==> config.mk <==
export PLATFORM = sky130hd
export DESIGN_NAME = cac_decoder_7
export DESIGN_NICKNAME = d
export VERILOG_FILES = /design/src/rtl/cac_fns_pkg.sv /design/src/rtl/cac_fns_weight.sv /design/src/rtl/cac_decoder_7.sv
export SDC_FILE = /design/constraint.sdc
export NUM_CORES = 1
export LEC_CHECK = 0
export CAP_MARGIN = 20
export CORE_AREA = 2 2 49 51
export DETAILED_ROUTE_END_ITERATION = 10
export DIE_AREA = 0 0 51 53
export PLACE_DENSITY = 0.75
export RECOVER_POWER = 25
export SYNTH_ARGS = -nofsm -noshare
export SYNTH_HDL_FRONTEND = slang
export SYNTH_HIERARCHICAL = 1
export SYNTH_SLANG_ARGS = --single-unit
==> constraint.sdc <==
create_clock -name clock -period 2.8 [get_ports clock]
set_clock_uncertainty 0.15 [all_clocks]
set_input_delay 0.28 -clock clock [delete_from_list [all_inputs] [get_ports clock]]
set_output_delay 0.28 -clock clock [all_outputs]
set_load 0.01 [all_outputs]
==> src/rtl/cac_fns_pkg.sv <==
// Shared constants and types for the FNS-weighted CAC decoder.
// Holds Fibonacci bit weights, width defaults and the FSM state type.
package cac_fns_pkg;

  localparam int unsigned CODE_W_DEF = 7;
  localparam int unsigned DATA_W_DEF = 5;
  localparam int unsigned ACC_W_DEF  = 6;

  // Weight of codeword bit i, index 0 first.
  localparam int unsigned FNS_WEIGHT [CODE_W_DEF] =
    '{1, 1, 2, 3, 5, 8, 13};

  typedef enum logic [1:0] {
    IDLE = 2'd0,
    ACC  = 2'd1,
    DONE = 2'd2
  } cac_state_t;

endpackage

==> src/rtl/cac_fns_weight.sv <==
// Combinational bit-index to FNS weight lookup.
// Indices beyond the weight table map to zero.
module cac_fns_weight
  import cac_fns_pkg::*;
#(
  parameter int ACC_W = ACC_W_DEF,
  parameter int IDX_W = 3
) (
  input  logic [IDX_W-1:0] idx,
  output logic [ACC_W-1:0] weight
);

  // Table lookup, guarded against out-of-range indices.
  always_comb begin
    weight = '0;
    if (int'(idx) < int'(CODE_W_DEF)) begin
      weight = ACC_W'(FNS_WEIGHT[idx]);
    end
  end

endmodule

==> src/rtl/cac_decoder_7.sv <==
// Serial FNS-weighted CAC decoder, one codeword bit per cycle, MSB first.
// Optional CACDEC_ERRCHK_EN: flag results that overflow DATA_W bits.
module cac_decoder_7
  import cac_fns_pkg::*;
#(
  parameter int CODE_W = CODE_W_DEF,
  parameter int DATA_W = DATA_W_DEF,
  parameter int ACC_W  = ACC_W_DEF
) (
  input  logic              clock,
  input  logic              rst_n,
  input  logic              in_valid,
  output logic              in_ready,
  input  logic [CODE_W-1:0] codein,
  output logic              out_valid,
  input  logic              out_ready,
  output logic [DATA_W-1:0] dataout,
  output logic              err
);

  localparam int IDX_W = $clog2(CODE_W);

  cac_state_t        state, state_nxt;
  logic [ACC_W-1:0]  acc, acc_nxt;
  logic [IDX_W-1:0]  idx, idx_nxt;
  logic [CODE_W-1:0] shadow, shadow_nxt;
  logic [ACC_W-1:0]  weight;

  cac_fns_weight #(
    .ACC_W(ACC_W),
    .IDX_W(IDX_W)
  ) u_weight (
    .idx   (idx),
    .weight(weight)
  );

  // State and datapath registers.
  always_ff @(posedge clock or negedge rst_n) begin
    if (!rst_n) begin
      state  <= IDLE;
      acc    <= '0;
      idx    <= '0;
      shadow <= '0;
    end else begin
      state  <= state_nxt;
      acc    <= acc_nxt;
      idx    <= idx_nxt;
      shadow <= shadow_nxt;
    end
  end

  // Next-state: capture, accumulate MSB first, then hold until taken.
  always_comb begin
    state_nxt  = state;
    acc_nxt    = acc;
    idx_nxt    = idx;
    shadow_nxt = shadow;
    unique case (state)
      IDLE: begin
        if (in_valid) begin
          shadow_nxt = codein;
          acc_nxt    = '0;
          idx_nxt    = IDX_W'(CODE_W - 1);
          state_nxt  = ACC;
        end
      end
      ACC: begin
        if (shadow[idx]) begin
          acc_nxt = acc + weight;
        end
        if (idx == '0) begin
          state_nxt = DONE;
        end else begin
          idx_nxt = idx - 1'b1;
        end
      end
      DONE: begin
        if (out_ready) begin
          state_nxt = IDLE;
        end
      end
      default: state_nxt = IDLE;
    endcase
  end

  // Handshake flags and result; the result reads zero outside DONE.
  always_comb begin
    in_ready  = (state == IDLE);
    out_valid = (state == DONE);
    dataout   = out_valid ? DATA_W'(acc) : '0;
`ifdef CACDEC_ERRCHK_EN
    err = out_valid &&
          (acc > ACC_W'((2 ** DATA_W) - 1));
`else
    err = 1'b0;
`endif
  end

endmodule
### Yosys cells after proc, flatten, opt, wreduce, memory -nomap -nowiden

Memories as Yosys holds them, arrays and structs flattened.
Index checks and enable logic that the tools add are counted.

* memories kept: 1
* ROM bits: 256
* register bits after elaboration: 18

* add/sub/neg operators: 2
* equality and inequality tests: 7
* bitwise gates (word level): 1
* reductions and logical operators: 7
* multiplexer cells: 16
* order comparisons: 3

Memory list
* (name not given): words 8, bits a word 32, read ports 1, clocked after Yosys merged registers in 0, write ports 0, RTL line cac_fns_weight.sv:17 `weight = ACC_W'(FNS_WEIGHT[idx]);`

Operators by type and width (number)
* 6-bit 2-to-1 mux: 5
* 6-bit one-hot mux with 2 select lines: 1
* 3-bit AND reduction: 3
* 2-bit != test (second input constant): 4
* 6-bit adder: 1
* 2-bit 2-to-1 mux: 3
* 3-bit 2-to-1 mux: 2
* 2-bit one-hot mux with 3 select lines: 1
* 3-bit one-hot mux with 2 select lines: 1
* 5-bit 2-to-1 mux: 1
* 4-bit greater-or-equal comparator (second input constant): 1
* 3-bit by 4-bit < comparator with 1-bit output (second input constant): 1
* 3-bit NOT with 4-bit output: 1
* 1-bit binary-select mux with 3-bit select: 1
* 3-bit zero test: 1
* 3-bit < comparator (second input constant): 1
* 3-bit by 1-bit subtractor with 3-bit output (second input constant): 1
* 2-bit by 1-bit == test with 1-bit output (second input constant): 1
* 2-bit == test (second input constant): 1
* 2-bit zero test: 1
* 2-bit by 1-bit != test with 1-bit output (second input constant): 1
* 2-bit AND reduction: 1
* 2-bit nonzero test: 1
* 1-bit 2-to-1 mux: 1

### Logic depth before layout (Yosys ltp)

* word-level depth: 8
* gate-level depth with buffers: 9
* depth with buffers taken out: 9

### By module

Netlist, hierarchy kept.

By module, submodules not included
* cac_decoder_7: area each 1002.2 um2, cells each 94, times used 1, seq. area each 425.4 um2
* cac_fns_weight: area each 61.3 um2, cells each 9, times used 1, seq. area each 0.0 um2

### Least setup slack after synthesis

No wires, ideal clock.

* kind: reg-to-reg
* start point: register idx[0]
* end point: register acc[4]
* setup slack: 0.586 ns
* data required time: 2.534 ns
* stages on the path, launching flop included: 10
* arrival: 1.949 ns
* path buffers: 0
* cell sequence: dfrtp_1 > nor3b_1 > a21oi_1 > ha_1 > fa_1 > a21o_1 > a21oi_1 > xor2_1 > o211ai_1 > o311ai_0

* cells in the longest elaborated chain, start to end: 8
* elaborated cells on any way between the ends: 13

RTL lines
* start, declared: RTL line cac_decoder_7.sv:25 `logic [IDX_W-1:0] idx, idx_nxt;`
* start signal, assigned: RTL line cac_decoder_7.sv:47 `idx <= idx_nxt;`
* 3-bit NOT with 4-bit output (implied by the code): RTL line cac_fns_weight.sv:17
* memory 8 x 32 bit
* 6-bit 2-to-1 mux (implied by the code) (2 in a row): RTL line cac_fns_weight.sv:17
* 6-bit 2-to-1 mux (*): RTL line cac_fns_weight.sv:16 `if (int'(idx) < int'(CODE_W_DEF)) begin`
* named net weight[0]: RTL line cac_decoder_7.sv:27 `logic [ACC_W-1:0] weight;`
* 6-bit adder (*): RTL line cac_decoder_7.sv:69 `acc_nxt = acc + weight;`
* 6-bit 2-to-1 mux (*): RTL line cac_decoder_7.sv:68 `if (shadow[idx]) begin`
* 6-bit one-hot mux with 2 select lines (*): RTL line cac_decoder_7.sv:58 `unique case (state)`
* end signal, assigned: RTL line cac_decoder_7.sv:46 `acc <= acc_nxt;`
* end, declared: RTL line cac_decoder_7.sv:24 `logic [ACC_W-1:0] acc, acc_nxt;`

Mark *: on every way through the listed nets, which the timed path passes. The rest lies on a longest branch. The select of a mux whose other input is x is not followed.
A chain may end at the register's enable or synchronous reset.

### Final worst setup path

Ends and elaborated chain as after synthesis.

==> impl_metrics.toml <==
[detailed_routing]
drtPass1Iterations = 4
wl_per_cell_um = 12.7
vias = 796
dr.first_iter.drc_count = 7
drtAntennaViolNets = 0
drc = 0
wl_um = 1860
drt-vias-per-instance = 5.41

[worst_setup_path]
worst_setup_path_end_kind = "register"
cp_max_fo = 9
crit_arrival_ns = 2.45
path_buf_inv = 0
slowest_delay_ns = 0.49
path_class = "reg -> reg"
startpoint_type = "register"
required_ns = 2.84
crit_top_cell = "a21oi_1"
cp_top_family = "adder cells"
critPathSlowestCell = "dfrtp_1"
cp_cell_sequence = "nor3b_1 -> a21oi_1 -> ha_1 -> fa_1 -> a21o_1 -> a21oi_1 -> xor2_1 -> o211ai_1 -> o311ai_0"

[sta]
drv_slew = 0
fin_crit_sh = 0.857
finalHoldViolCount = 0
max_slew.worst_pin.slew_ns = 0.774
clock.fmax_mhz = 417
finalSetupViolations = 0
worst_slack_ns = 0.400
relSlewSlack = 0.482
rsz0062_at_grt = "false"
setup_tns_ns = 0
period_needed_ns = 2.40

[clocking]
clk-insertion-delay-late_ns = 0.30
cts_tree = "done"
clkSlewWorstSetupHoldPaths_ns = 0.10
clock_sinks = 17
h-tree-depth = 1
cts_resized = 0
post_cts_buffers = 0
clock_path_buffers = 2
cts_root_buf = "clkbuf_4"
cts-hold-fix-buffers = 0
numCtsBuffers = 3

[hold_path]
hold_path.class = "in -> async"

[synthesis]
ys_warn_count = 6
syn_area_um2 = 1060
synth_nets = 120
syn_inst = 102
synth_area_per_cell_um2 = 10.4

[die]
die_area_um2 = 2700
dieWidth_um = 51
die_h_um = 53
rows = 17
initial_core_util = 0.492
core_area_um2 = 2150
ios = 19

[placement]
hpwl_um = 1480
port_buffers = 17
gp_congestion = 0.749
place_area_um2 = 1230
preCtsSetupSlack_ns = 0.421

[layout]
area_growth_pct = 19.1
antenna_cells = 0
design_area_um2 = 1260
drive_gt1_frac = 0.134
layout.nets = 138

[global_route]
overflow = 0
grt_pass1_vias = 779
grt_max_degree = 18
track_usage = 0.168
grt_pass1_wl_um = 3290
antenna_found_initial = 0

[flow_run]
maxCapViolCount = 0

[pwr]
ir_drop_mv = 0.634
p_per_area_nw_per_um2 = 1120
p_leak_nw = 0.577

[status]
status = "completed"
[placed cells by master, fill, tap and decap left out, drive strengths merged, types with 3 or more instances in the layout]
master and count:
dfrtp 17, nand2 6, clkbuf 3, mux2 7
a21o 3, ha 6, nor2 5, a22o 5
o21ai 4, a21oi 5, mux2i 3, inv 4
and2 7, xor2 3, clkdlybuf4s50 16
[path summary, 6_finish.rpt]
path                                start         to  slack, ns  cells past startpoint
worst max register to register     idx[0]     acc[4]       0.40                      9
worst min-delay path                rst_n     acc[0]       0.34                      1
worst max-delay path               idx[0]     acc[4]       0.40                      9
min in group clock              shadow[1]  shadow[1]       0.36                      1
worst min register to register  shadow[1]  shadow[1]       0.36                      1
max in group asynchronous           rst_n     idx[0]       1.68                      1
[metrics by stage]
step | hold slack [ns] | std cells | power [mW] | utilization
floorplan | -0.166 | 102 | 1.11 | -
finish | 0.342 | 147 | 1.40 | 0.585
CTS | 0.292 | 147 | 1.42 | 0.585
global placement | 0.339 | 143 | 1.25 | 0.573
global route | 0.386 | 147 | 1.55 | 0.585
detailed placement | 0.346 | 143 | 1.28 | 0.573
[final cells by class]
class                           count  area [um2]
Clock buffer                        3        22.5
Clock inverter                      1        5.00
Fill cell                         202         891
Inverter                            4        15.0
Multi-Input combinational cell     76         577
Sequential cell                    17         425
Tap cell                           28        35.0
Timing Repair Buffer               18         178
[flip-flops by register name (all words and copies together), names as in the netlist]
| name | flops |
|---|---|
| shadow | 7 |
| state | 2 |
| acc | 5 |
| idx | 3 |
[power breakdown]
part	total [mW]	internal, mW	switching, mW
combinational	0.787	0.411	0.376
sequential	0.482	0.369	0.113
clock	0.135	0.0533	0.0820
[metal layers]
layer  track usage  vias to the layer above  routed length, um
met5             0                        -                  0
met1         0.172                      386                784
met3        0.0593                        2                 96
li1              -                      388                  -
met2         0.323                       20                968
met4        0.0450                        0                 14
(Power assumes the default switching activity.)
